File: src/rtl/spectrum_pkg.sv
// spectrum_pkg: shared types and default sizes for the spectrum filter path
// (FFT output buffer -> filter sequencer -> IFFT input buffer).
`default_nettype none

package spectrum_pkg;

    localparam int DEF_N_BINS = 256;
    localparam int DEF_BIN_W  = 8;
    localparam int DEF_DATA_W = 16;

    typedef enum logic [1:0] {
        FILT_BYPASS = 2'd0,
        FILT_HPF    = 2'd1,
        FILT_LPF    = 2'd2,
        FILT_MUTE   = 2'd3
    } filt_mode_t;

    typedef enum logic [1:0] {
        IDLE  = 2'd0,
        RUN   = 2'd1,
        DRAIN = 2'd2,
        DONE  = 2'd3
    } seq_state_t;

endpackage

`default_nettype wire

File: src/rtl/bin_mask_stage.sv
// bin_mask_stage: combinational mirror-fold of a bin index and cutoff mask
// applied to one complex bin.
`default_nettype none

module bin_mask_stage
    import spectrum_pkg::*;
#(
    parameter int N_BINS = DEF_N_BINS,
    parameter int BIN_W  = DEF_BIN_W,
    parameter int DATA_W = DEF_DATA_W
) (
    input  logic [BIN_W-1:0]  k_i,
    input  logic [BIN_W-1:0]  cutoff_i,
    input  logic [1:0]        mode_i,
    input  logic [DATA_W-1:0] real_i,
    input  logic [DATA_W-1:0] imag_i,
    output logic [DATA_W-1:0] real_o,
    output logic [DATA_W-1:0] imag_o
);

    localparam logic [BIN_W:0] C_N    = (BIN_W+1)'(N_BINS);
    localparam logic [BIN_W:0] C_HALF = (BIN_W+1)'(N_BINS / 2);

    logic [BIN_W:0] w_k;
    logic [BIN_W:0] w_f;
    logic [BIN_W:0] w_cut;
    logic           w_zero;

    // Upper half of a real-signal spectrum mirrors the lower half.
    assign w_k   = {1'b0, k_i};
    assign w_f   = (w_k <= C_HALF) ? w_k : (C_N - w_k);
    assign w_cut = {1'b0, cutoff_i};

    always_comb begin
        w_zero = 1'b0;
        case (mode_i)
            FILT_BYPASS: w_zero = 1'b0;
            FILT_HPF:    w_zero = (w_f <= w_cut);
            FILT_LPF:    w_zero = (w_f > w_cut);
            FILT_MUTE:   w_zero = 1'b1;
            default:     w_zero = 1'b1;
        endcase
    end

    assign real_o = w_zero ? '0 : real_i;
    assign imag_o = w_zero ? '0 : imag_i;

endmodule

`default_nettype wire

File: src/rtl/spectrum_filter_sequencer.sv
// spectrum_filter_sequencer: walks one FFT frame through read -> mask -> write
// with a stallable three-stage pipeline, once per START.
`default_nettype none

module spectrum_filter_sequencer
    import spectrum_pkg::*;
#(
    parameter int N_BINS = DEF_N_BINS,
    parameter int BIN_W  = DEF_BIN_W,
    parameter int DATA_W = DEF_DATA_W
) (
    input  logic              clk_i,
    input  logic              rst_ni,
    input  logic              start_i,
    input  logic [BIN_W-1:0]  cutoff_freq_i,
    input  logic [1:0]        mode_i,
    output logic              busy_o,
    output logic              done_o,
    output logic              rd_en_o,
    output logic [BIN_W-1:0]  rd_addr_o,
    input  logic [DATA_W-1:0] rd_real_i,
    input  logic [DATA_W-1:0] rd_imag_i,
    output logic              wr_en_o,
    input  logic              wr_ready_i,
    output logic [BIN_W-1:0]  wr_addr_o,
    output logic [DATA_W-1:0] wr_real_o,
    output logic [DATA_W-1:0] wr_imag_o,
    output logic [15:0]       frame_count_o
);

    localparam logic [BIN_W-1:0] C_LAST = BIN_W'(N_BINS - 1);

    seq_state_t        state_q, state_d;
    logic [BIN_W-1:0]  cutoff_q, cutoff_d;
    logic [1:0]        mode_q, mode_d;
    logic [BIN_W-1:0]  rd_cnt_q, rd_cnt_d;
    logic              s1_valid_q, s1_valid_d;
    logic [BIN_W-1:0]  s1_k_q, s1_k_d;
    logic              wr_en_q, wr_en_d;
    logic [BIN_W-1:0]  wr_addr_q, wr_addr_d;
    logic [DATA_W-1:0] wr_real_q, wr_real_d;
    logic [DATA_W-1:0] wr_imag_q, wr_imag_d;
    logic [15:0]       frame_count_q, frame_count_d;

    logic              w_stall;
    logic              w_wr_accept;
    logic              w_rd_en;
    logic              w_busy;
    logic              w_done;
    logic [DATA_W-1:0] w_mask_real;
    logic [DATA_W-1:0] w_mask_imag;

    assign w_stall     = wr_en_q & ~wr_ready_i;
    assign w_wr_accept = wr_en_q & wr_ready_i;

    // S1 data comes straight from the RAM, which holds its output while RD_EN is low.
    bin_mask_stage #(
        .N_BINS (N_BINS),
        .BIN_W  (BIN_W),
        .DATA_W (DATA_W)
    ) u_mask (
        .k_i      (s1_k_q),
        .cutoff_i (cutoff_q),
        .mode_i   (mode_q),
        .real_i   (rd_real_i),
        .imag_i   (rd_imag_i),
        .real_o   (w_mask_real),
        .imag_o   (w_mask_imag)
    );

    always_comb begin
        state_d       = state_q;
        cutoff_d      = cutoff_q;
        mode_d        = mode_q;
        rd_cnt_d      = rd_cnt_q;
        frame_count_d = frame_count_q;
        s1_valid_d    = s1_valid_q;
        s1_k_d        = s1_k_q;
        w_rd_en       = 1'b0;
        w_busy        = 1'b0;
        w_done        = 1'b0;

        if (!w_stall) begin
            s1_valid_d = 1'b0;
        end

        case (state_q)
            IDLE: begin
                if (start_i) begin
                    state_d  = RUN;
                    cutoff_d = cutoff_freq_i;
                    mode_d   = mode_i;
                    rd_cnt_d = '0;
                end
            end
            RUN: begin
                w_busy = 1'b1;
                if (!w_stall) begin
                    w_rd_en    = 1'b1;
                    s1_valid_d = 1'b1;
                    s1_k_d     = rd_cnt_q;
                    if (rd_cnt_q == C_LAST) begin
                        state_d = DRAIN;
                    end else begin
                        rd_cnt_d = rd_cnt_q + BIN_W'(1);
                    end
                end
            end
            DRAIN: begin
                w_busy = 1'b1;
                if (w_wr_accept && (wr_addr_q == C_LAST)) begin
                    state_d       = DONE;
                    frame_count_d = frame_count_q + 16'd1;
                end
            end
            DONE: begin
                w_done  = 1'b1;
                state_d = IDLE;
            end
            default: state_d = IDLE;
        endcase
    end

    always_comb begin
        wr_en_d   = wr_en_q;
        wr_addr_d = wr_addr_q;
        wr_real_d = wr_real_q;
        wr_imag_d = wr_imag_q;
        if (!w_stall) begin
            wr_en_d   = s1_valid_q;
            wr_addr_d = s1_k_q;
            wr_real_d = s1_valid_q ? w_mask_real : '0;
            wr_imag_d = s1_valid_q ? w_mask_imag : '0;
        end
    end

    always_ff @(posedge clk_i or negedge rst_ni) begin
        if (!rst_ni) begin
            state_q       <= IDLE;
            cutoff_q      <= '0;
            mode_q        <= '0;
            rd_cnt_q      <= '0;
            s1_valid_q    <= 1'b0;
            s1_k_q        <= '0;
            wr_en_q       <= 1'b0;
            wr_addr_q     <= '0;
            wr_real_q     <= '0;
            wr_imag_q     <= '0;
            frame_count_q <= '0;
        end else begin
            state_q       <= state_d;
            cutoff_q      <= cutoff_d;
            mode_q        <= mode_d;
            rd_cnt_q      <= rd_cnt_d;
            s1_valid_q    <= s1_valid_d;
            s1_k_q        <= s1_k_d;
            wr_en_q       <= wr_en_d;
            wr_addr_q     <= wr_addr_d;
            wr_real_q     <= wr_real_d;
            wr_imag_q     <= wr_imag_d;
            frame_count_q <= frame_count_d;
        end
    end

    assign busy_o        = w_busy;
    assign done_o        = w_done;
    assign rd_en_o       = w_rd_en;
    assign rd_addr_o     = rd_cnt_q;
    assign wr_en_o       = wr_en_q;
    assign wr_addr_o     = wr_addr_q;
    assign wr_real_o     = wr_real_q;
    assign wr_imag_o     = wr_imag_q;
    assign frame_count_o = frame_count_q;

endmodule

`default_nettype wire

File: config.mk
export PLATFORM = sky130hd
export DESIGN_NAME = spectrum_filter_sequencer
export DESIGN_NICKNAME = d
export VERILOG_FILES = /design/src/rtl/spectrum_pkg.sv /design/src/rtl/bin_mask_stage.sv /design/src/rtl/spectrum_filter_sequencer.sv
export SDC_FILE = /design/constraint.sdc
export NUM_CORES = 1
export LEC_CHECK = 0
export BUFFER_PORTS_ARGS = -buffer_cell sky130_fd_sc_hd__buf_2
export CAP_MARGIN = 20
export CORE_MARGIN = 2
export CORE_UTILIZATION = 45
export DETAILED_ROUTE_END_ITERATION = 16
export GPL_TIMING_DRIVEN = 1
export PLACE_DENSITY_LB_ADDON = 0.1
export SYNTH_ARGS = -nofsm -noshare
export SYNTH_HDL_FRONTEND = slang
export SYNTH_SLANG_ARGS = --single-unit
File: constraint.sdc
create_clock -name clk_i -period 2.87 [get_ports clk_i]
set_clock_uncertainty 0.05 [all_clocks]
set_input_delay 0.574 -clock clk_i [delete_from_list [all_inputs] [get_ports clk_i]]
set_output_delay 0.574 -clock clk_i [all_outputs]
set_load 0.01 [all_outputs]
After elaboration in Yosys (flattened, before gate mapping):

Cells that the tools add are included.

* $add $sub $neg: 3
* $mul: 0
* div/mod/pow operators: 0
* $lt $le $gt $ge: 3
* eq/ne operators: 13
* shift-type cells: 0
* muxes and demuxes: 22
* bitwise operators: 4
* reduce and logical (&&, ||, !) cells: 10

Operators by type and width (count)
* $mux 16: 4
* $mux 8: 3
* $add 16x1->16 const B: 1
* $eq 8x8->1 const B: 2
* $pmux 8 s2: 1
* $ne 2x2->1 const B: 5
* $gt 9x8->1: 1
* $le 9x8->1: 1
* $mux 9: 1
* $sub 9x8->9 const A: 1
* $add 8x1->8 const B: 1
* $eq 2x2->1 const B: 4
* $le 8x8->1 const B: 1
* $mux 2: 4
* $pmux 2 s4: 1
* $reduce_and 4->1: 2
* $mux 1: 7
* $reduce_and 2->1: 3
* $eq 2x1->1 const B: 2
* $logic_not 2->1: 2
* $pmux 1 s4: 1
* $and 1x1->1: 2
* $not 1->1: 2
* $reduce_bool 2->1: 1
* 2 further kinds: 2

* register bits after elaboration: 86
* latch bits: 0
* bits in writable memories: 0
* bits in read-only memories: 0
* input port bits: 46
* output and inout port bits: 68
* memories: 0

Longest topological paths before layout:

Gate-level depths: netlist of the first run.

* depth in word-level cells: 6
* depth in mapped cells: 12
* depth with buffers taken out: 11

By module:

Synthesis of the first run repeated with hierarchy kept, for this count alone.

* cell total of the unflattened synthesis: 485
* area total of the unflattened synthesis: 4787.1 sq um

Modules (own cells, without submodules)
* spectrum_filter_sequencer: times used 1, cells an instance 355, area an instance 3687.3 sq um
* bin_mask_stage: times used 1, cells an instance 130, area an instance 1099.8 sq um

Worst setup path after synthesis of the first run:

Ideal clock, no wire load.

* path type: register -> register
* from: register s1_k_q[3]
* to: register wr_real_q[10] (netlist: wr_real_o[10])
* setup time: 0.121 ns
* arrival: 2.508 ns
* setup slack: 0.191 ns
* stages on the path, launching flop included: 11
* buffers on the path: 1
* cell sequence: dfrtp_1 -> or4_1 -> o21ai_0 -> xnor2_1 -> ha_1 -> and3_1 -> a41oi_1 -> a211oi_1 -> nand3_2 -> buf_6 -> a22o_1

* word-level cells in the longest chain between the ends: 6

RTL lines
* from (decl): RTL line spectrum_filter_sequencer.sv:38 `logic [BIN_W-1:0] s1_k_q, s1_k_d;`
* from (signal assigned): RTL line spectrum_filter_sequencer.sv:156 `s1_k_q <= s1_k_d;`
* $sub 9x8->9 or $le 8x8->1 (tied branches): RTL line bin_mask_stage.sv:31 `assign w_f = (w_k <= C_HALF) ? w_k : (C_N - w_k);`
* $mux 9 *: RTL line bin_mask_stage.sv:31
* $gt 9x8->1 or $le 9x8->1 (tied branches): RTL line bin_mask_stage.sv:39, bin_mask_stage.sv:38
* $pmux 1 s4 *: RTL line bin_mask_stage.sv:36 `case (mode_i)`
* $mux 16 *: RTL line bin_mask_stage.sv:45 `assign real_o = w_zero ? '0 : real_i;`
* $mux 16 *: RTL line spectrum_filter_sequencer.sv:132 `wr_real_d = s1_valid_q ? w_mask_real : '0;`
* to (signal assigned): RTL line spectrum_filter_sequencer.sv:159 `wr_real_q <= wr_real_d;`
* to (decl): RTL line spectrum_filter_sequencer.sv:41 `logic [DATA_W-1:0] wr_real_q, wr_real_d;`

Mark *: on every way between the ends. The rest lies on a longest branch, timed or not.
A chain may end at the register's enable or synchronous reset.

Worst setup path after layout of the first run:

* from: register s1_k_q[0]
* to: register wr_imag_q[9] (netlist: wr_imag_o[9])

* word-level cells in the longest chain between the ends: 6

RTL lines
* $sub 9x8->9 or $le 8x8->1 (tied branches): RTL line bin_mask_stage.sv:31
* $mux 9 *: RTL line bin_mask_stage.sv:31
* $gt 9x8->1 or $le 9x8->1 (tied branches): RTL line bin_mask_stage.sv:39, bin_mask_stage.sv:38
* $pmux 1 s4 *: RTL line bin_mask_stage.sv:36
* $mux 16 *: RTL line bin_mask_stage.sv:46 `assign imag_o = w_zero ? '0 : imag_i;`
* $mux 16 *: RTL line spectrum_filter_sequencer.sv:133 `wr_imag_d = s1_valid_q ? w_mask_imag : '0;`
* to (signal assigned): RTL line spectrum_filter_sequencer.sv:160 `wr_imag_q <= wr_imag_d;`
* to (decl): RTL line spectrum_filter_sequencer.sv:42 `logic [DATA_W-1:0] wr_imag_q, wr_imag_d;`

Marks and branches as above.

==> summary.md, run 1 <==
| Metric | Value |
|---|---|
| Status | `finished clean` |
| Placer congestion estimate | `0.838` |
| Fill cells | `814` |
| Leak Pwr | `0.00284 uW` |
| Register area share after synthesis | `51.8%` |
| Most frequent cells in the layout | `buf_2 (112), dfrtp_1 (86), nand2_1 (38)` |
| Syn Area/Cell | `11.1 sq um` |
| Final Hold Fails | `0` |
| Crit path DAT | `2.98 ns` |
| # setup viols final | `0` |
| Port-buffer cells | `113` |
| Period utilisation layout | `97.3%` |
| Die Y | `100 microns` |
| FFs w/ async S/R, synth | `100%` |
| Critical path endpoint category | `register` |
| Vias/cell | `5.37` |
| Hold WC Path Type | `input port to async pin` |
| DR WL/cell | `15.7 microns` |
| Pwr Density | `820 nW/um^2` |
| RSZ-0062 raised after global routing | `yes` |
| Initial antenna violation count | `0` |
| Vias in the first global route | `2972` |
| Total power | `4270 uW` |
| ANT cells | `0` |
| TritonCTS clock tree | `built` |
| FMAX | `358 MHz` |
| Startpoint types | `register` |
| Psw | `1610 uW` |
| Clk Latency, worst-skew pair | `0.36 ns` |
| Post-DRT Antenna Nets | `0` |
| CTS buffer count | `9` |
| Combinational share of power | `38.9%` |
| Synth top area share | `51.8%` |
| Minimum clock period | `2.79 ns` |
| DRC violations left | `0` |
| H-tree depth | `3` |
| Pin count of the biggest net entering global routing | `49` |
| Crit Path Class | `register to register` |
| Ys flop type | `dfrtp_1` |
| Pins Over Slew Limit | `0` |
| Core area | `9110 sq um` |
| Switching share of total power | `37.8%` |
| Synth-to-Final Area Change | `25.2%` |
| CP Data Required Time | `3.06 ns` |
| #FFs+latches synth | `86` |
| Top post-synthesis cells by area | `dfrtp_1 (52%), a22o_1 (7.0%), and3_1 (5.3%)` |
| Worst slew pin tran | `0.833 ns` |
| R2R cell count | `11` |
| CTS clk-pin slew, worst paths | `0.10 ns` |
| Clock Power Share | `20.8%` |
| IO Count | `114` |
| Share of power burned in registers | `40.3%` |
| Internal Power | `2650 uW` |
| Synth warn | `0` |
| First-pass GRT wire length | `15000 microns` |
| Grt ovf | `0` |
| Initial DRT Pass Iterations | `5` |
| Worst Path Max Fanout | `32` |
| HPWL Detailed | `6620 microns` |
| Relative slew margins | `44.4%` |
| Die area | `10000 sq um` |
| GRT Total Usage | `19.0%` |
| Mapped Area | `4160 sq um` |
| Bufs on Longest Clock Path | `2` |
| Die W | `100 microns` |
| Max_cap viols | `0` |
| Largest area contributor in the netlist | `dfrtp_1` |
| Post-Syn Instances | `373` |
| Final WL | `9570 microns` |
| Commonest non-fill, non-tap cell in the layout | `buf_2` |
| Starting DRT DRC Count | `97` |
| Max rail drop VDD | `0.380 mV` |
| Row count | `35` |
| Starting density of the core | `45.6%` |
| Root buf cell | `clkbuf_8` |
| Clock sink count | `86` |
| Syn nets | `435` |
| Synth cell types | `46` |
| Setup TNS | `0 ns` |
| Vias | `3269` |
| Post-synth EDFFs | `0` |
| Total Nets Final | `555` |
| Layout cells sized above 1 | `37.1%` |
[area by class of cell]
| type | count | area (sq um) | share of cell area [%] |
|---|---|---|---|
| Clock inverter | 7 | 80.1 | 1.54 |
| Multi-Input combinational cell | 253 | 1950 | 37.5 |
| Sequential cell | 86 | 2150 | 41.4 |
| Inverter | 17 | 63.8 | 1.23 |
| Tap cell | 111 | 139 | 2.67 |
| Clock buffer | 9 | 124 | 2.38 |
| Timing Repair Buffer | 126 | 691 | 13.3 |
[power by group through the flow]
stage	clock network [uW]	logic, uW	registers (uW)
after floorplan	0	1010	1750
final	889	1660	1720
after CTS	914	1570	1720
after global routing	956	1820	1760
after detailed placement	0	1540	1740
after global placement	0	1510	1730
[synth_stat cells (4+ instances only)]
| cell type | instances |
|---|---|
| a22o_1 | 33 |
| ha_1 | 16 |
| nor3_1 | 4 |
| mux2_2 | 18 |
| a21oi_1 | 4 |
| buf_6 | 4 |
| nor2_1 | 14 |
| o21ai_0 | 11 |
| nand3_1 | 10 |
| nand4_1 | 5 |
| clkbuf_1 | 10 |
| and3_1 | 35 |
| nor4_1 | 4 |
| xor2_1 | 8 |
| dfrtp_1 | 86 |
| xnor2_1 | 17 |
| nand2_1 | 39 |
| inv_1 | 16 |
[worst max-delay path: stages, from the launching register on]
cell      delay (ns)
dfrtp_1         0.40
buf_4           0.14
or4_4           0.43
o21ai_2         0.14
xnor2_1         0.09
ha_1            0.31
and3_4          0.21
a41oi_2         0.14
a211oi_2        0.27
nand3_2         0.12
buf_12          0.18
a22o_1          0.19
[stage by stage]
stage                     util, %  cell area, sq um  instances  setup WS, ns  hold slack (ns)
after floorplan                 -              4160        373         0.191            0.228
after global routing         57.1              5200        609       -0.0257            0.149
after CTS                    56.1              5110        607        0.0259            0.130
after detailed placement     53.6              4880        591        -0.110            0.407
final                        57.1              5200        609        0.0771            0.122
after global placement       53.6              4880        591        0.0334            0.403
[flip-flops by register name, indices dropped and copies added (netlist names), named ones only]
signal	flops
frame_count_o	16
wr_addr_o	8
mode_q	2
wr_real_o	16
rd_addr_o	8
state_q	2
cutoff_q	8
wr_imag_o	16
s1_k_q	8
wr_en_o	1
[worst paths after layout]
| path | startpoint | endpoint | slack, ns |
|---|---|---|---|
| min reg2reg | frame_count_o[15]$_DFFE_PN0P_ | frame_count_o[15]$_DFFE_PN0P_ | 0.42 |
| min in group clk_i | cutoff_freq_i[6] | cutoff_q[6]$_DFFE_PN0P_ | 0.40 |
| max reg2reg | s1_k_q[0]$_DFFE_PN0P_ | wr_imag_o[9]$_DFFE_PN0N_ | 0.08 |
| max in group asynchronous | rst_ni | rd_addr_o[5]$_DFFE_PN0P_ | 2.00 |
| min | rst_ni | frame_count_o[10]$_DFFE_PN0P_ | 0.12 |
| max | s1_k_q[0]$_DFFE_PN0P_ | wr_imag_o[9]$_DFFE_PN0N_ | 0.08 |
[routing by layer]
| layer | track usage, % | routed length (microns) |
|---|---|---|
| met1 | 27.9 | 4500 |
| met3 | 2.86 | 487 |
| met2 | 29.0 | 4470 |
| met5 | 0 | 0 |
| met4 | 6.32 | 109 |
[timing repair]
action,4_1_cts,5_1_grt
endpoints found under the setup margin,32,32
setup buffers,0,2
pin swaps,0,4
resized for setup,5,15
hold buffers,0,0
[cells by family after synthesis]
logic type                 synth area share (%)
muxes                                      4.88
and+or+nand+nor                            17.9
DFF                                        51.8
xor gates and xnor gates                   5.27
AOI/OAI and AO/OA                          11.4
buffers and inverters                      3.85
adders and majority gates                  4.82
Power figures use the tool's default switching activity.
==> inputs of run 2 (changes only) <==
ABC_AREA = 1   (was unset)
SKIP_LAST_GASP = 1   (was unset)
==> summary.md, run 2 <==
| Metric | Value |
|---|---|
| Post-Synth Simple-Gate Area | `29.4%` |
| Starting density of the core | `46.8%` |
| First-pass GRT wire length | `17700 microns` |
| Vias in the first global route | `3698` |
| Most frequent CP cell | `nand2_1` |
| Critical path endpoint category | `register` |
| Mux cell area share after synthesis | `0%` |
| Register area share after synthesis | `46.6%` |
| Total power | `4070 uW` |
| Max rail drop VDD | `0.316 mV` |
| Post-synth EDFFs | `0` |
| Pins Over Slew Limit | `0` |
| Worst slew pin tran | `0.538 ns` |
| WL met3 | `429 microns` |
| Relative slew margins | `64.1%` |
| Synth cell types | `34` |
| Minimum clock period | `2.67 ns` |
| Bufs on Longest Clock Path | `2` |
| DRC violations left | `0` |
| Vias/cell | `4.85` |
| Ys flop type | `dfrtp_1` |
| Adder-Cell Fraction of Synth Area | `4.33%` |
| Synth warn | `0` |
| Post-synthesis compound-gate area fraction | `6.31%` |
| Starting DRT DRC Count | `212` |
| Post-Syn Instances | `581` |
| Port-buffer cells | `113` |
| Syn Area/Cell | `7.95 sq um` |
| Mapped Area | `4620 sq um` |
| Synth top cells by count | `nand2_1 (172), inv_1 (88), dfrtp_1 (86), nor2_1 (48), nand3_1 (45)` |
| Placer congestion estimate | `0.788` |
| Grt ovf | `0` |
| Commonest non-fill, non-tap cell in the layout | `nand2_1` |
| Post-DRT Antenna Nets | `0` |
| TritonCTS clock tree | `built` |
| #FFs+latches synth | `86` |
| Met1 wire length | `5180 microns` |
| Crit-path slowest cell | `dfrtp_1` |
| GRT Total Usage | `19.9%` |
| Vias | `4036` |
| Post-Synth XOR/XNOR Area | `3.60%` |
| CP max stage delay | `0.36 ns` |
| CTS clk-pin slew, worst paths | `0.09 ns` |
| Pwr Density | `728 nW/um^2` |
| Worst Path Max Fanout | `16` |
| Root buf cell | `clkbuf_8` |
| Clk Latency, worst-skew pair | `0.35 ns` |
| CP Cell Sequence | `inv_1, ha_1, nand3_2, o21a_4, nand2_1, xor2_1, inv_1, ha_1, nand2_1, inv_1, nand2_1, nand2_1, nand2_1, nand3_2, nand2_4, nand2_4, nand3_1, nand2_1` |
| Initial antenna violation count | `0` |
| Core area | `9860 sq um` |
| Met2 WL | `5200 microns` |
| Crit path DAT | `2.87 ns` |
| Period utilisation layout | `93.0%` |
| ANT cells | `0` |
| Total Nets Final | `756` |
| FMAX | `375 MHz` |
| Hold WC Path Type | `input port to async pin` |
| DR WL/cell | `13.2 microns` |
| Startpoint types | `register` |
| H-tree depth | `3` |
| Pin count of the biggest net entering global routing | `47` |
| Most frequent cell after synthesis | `nand2_1` |
| Clock sink count | `86` |
| Status | `finished clean` |
| Synth-to-Final Area Change | `21.0%` |
| HPWL Detailed | `7780 microns` |
| DP Area | `5320 sq um` |
| Die Y | `105 microns` |
| CTS buffer count | `9` |
| Max_cap viols | `0` |
| Max Used Layer | `met4` |
| Row count | `36` |
| Setup TNS | `0 ns` |
| IO Count | `114` |
| Synth top area share | `46.6%` |
| Final WL | `11000 microns` |
| Hold bufs inserted after CTS | `0` |
| Final Hold Fails | `0` |
| Fill cells | `954` |
| RSZ-0062 raised after global routing | `no` |
| Layout Utilization | `56.7%` |
| Most frequent cells in the layout | `nand2_1 (171), buf_2 (112), inv_1 (88)` |
| Hold WS | `0.145 ns` |
| Top post-synthesis cells by area | `dfrtp_1 (47%), nand2_1 (14%), inv_1 (7.2%)` |
| Die area | `11100 sq um` |
| Initial DRT Pass Iterations | `4` |
| Layout cells sized above 1 | `23.5%` |
| CP Data Required Time | `3.07 ns` |
| Leak Pwr | `0.00323 uW` |
| Crit Path Class | `register to register` |
| FFs w/ async S/R, synth | `100%` |
| Largest family of logic cells by synthesized area | `simple AND/OR/NAND/NOR gates` |
| Syn nets | `643` |
| # setup viols final | `0` |
| Postcts setup bufs | `0` |
| Design area | `5590 sq um` |
| Largest area contributor in the netlist | `dfrtp_1` |
| Die W | `105 microns` |
## run 2: cell types whose count changed in the layout (fill, tap and decap cells not counted), moves of 14 or more
cell,delta
a22o_1,-33
and3_1,-34
inv_1,+72
mux2_2,-18
nand2_1,+133
nand3_1,+34
nor2_1,+35
o21ai_0,+28
xnor2_1,-14
## run 2: metrics by stage
stage | cells | setup WS [ns]
2_1_floorplan | 581 | 0.497
3_3_place_gp | 815 | 0.194
3_5_place_dp | 815 | 0.127
4_1_cts | 831 | 0.0999
5_1_grt | 832 | 0.00262
6_report | 832 | 0.202
## run 2: critical path, delay by kind of cell (launching register included)
family          cells  cell delay [ns]
buf+inv             3             0.25
xor+xnor            1             0.16
compound gates      1             0.24
fa+ha+maj           2             0.47
flops               1             0.36
simple gates       11             1.05
## run 2: area by class of cell
type	instances	area, sq um	share of cell area, %
clock inverters	5	81.3	1.46
flip-flops and latches	86	2150	38.5
inverters	92	352	6.29
multi-input cells	387	2060	36.8
clock buffers	11	151	2.71
repair buffers	118	631	11.3
well taps	133	166	2.98
## run 2: what timing repair did
action	CTS	global route
endpoints found under the setup margin	0	32
hold endpoints to repair	0	0
resized for setup	0	5
## run 2: worst paths after layout
kind                                     startpoint                       end  slack, ns  cells after the start
hold reg to reg            wr_real_o[8]$_DFFE_PN0N_  wr_real_o[8]$_DFFE_PN0N_       0.43                      2
hold / removal                               rst_ni   cutoff_q[5]$_DFFE_PN0P_       0.14                      1
setup reg to reg              s1_k_q[0]$_DFFE_PN0P_  wr_real_o[9]$_DFFE_PN0N_       0.20                     18
min in group clk_i                 cutoff_freq_i[2]   cutoff_q[2]$_DFFE_PN0P_       0.38                      3
setup / recovery              s1_k_q[0]$_DFFE_PN0P_  wr_real_o[9]$_DFFE_PN0N_       0.20                     18
max in group asynchronous                    rst_ni  wr_addr_o[7]$_DFFE_PN0N_       1.98                      2
## run 2: layer usage
| metal | vias up | track usage [%] |
|---|---|---|
| li1 | 2033 | - |
| met4 | 0 | 6.76 |
| met5 | - | 0 |
| met1 | 1902 | 27.7 |
| met2 | 85 | 31.3 |
| met3 | 16 | 3.53 |
## run 2: where the power goes
group          internal [uW]  switching, uW
clock                    538            442
combinational            486            974
sequential              1460            171
## run 2: cells by family (layout without fill, tap and decap cells)
group                    after synthesis  in the layout
flip-flops                            86             86
buffers and inverters                109            226
XOR/XNOR                              19             19
AO/OA/AOI/OAI                         53             53
adder cells (fa/ha/maj)               16             16
AND/OR/NAND/NOR                      298            299
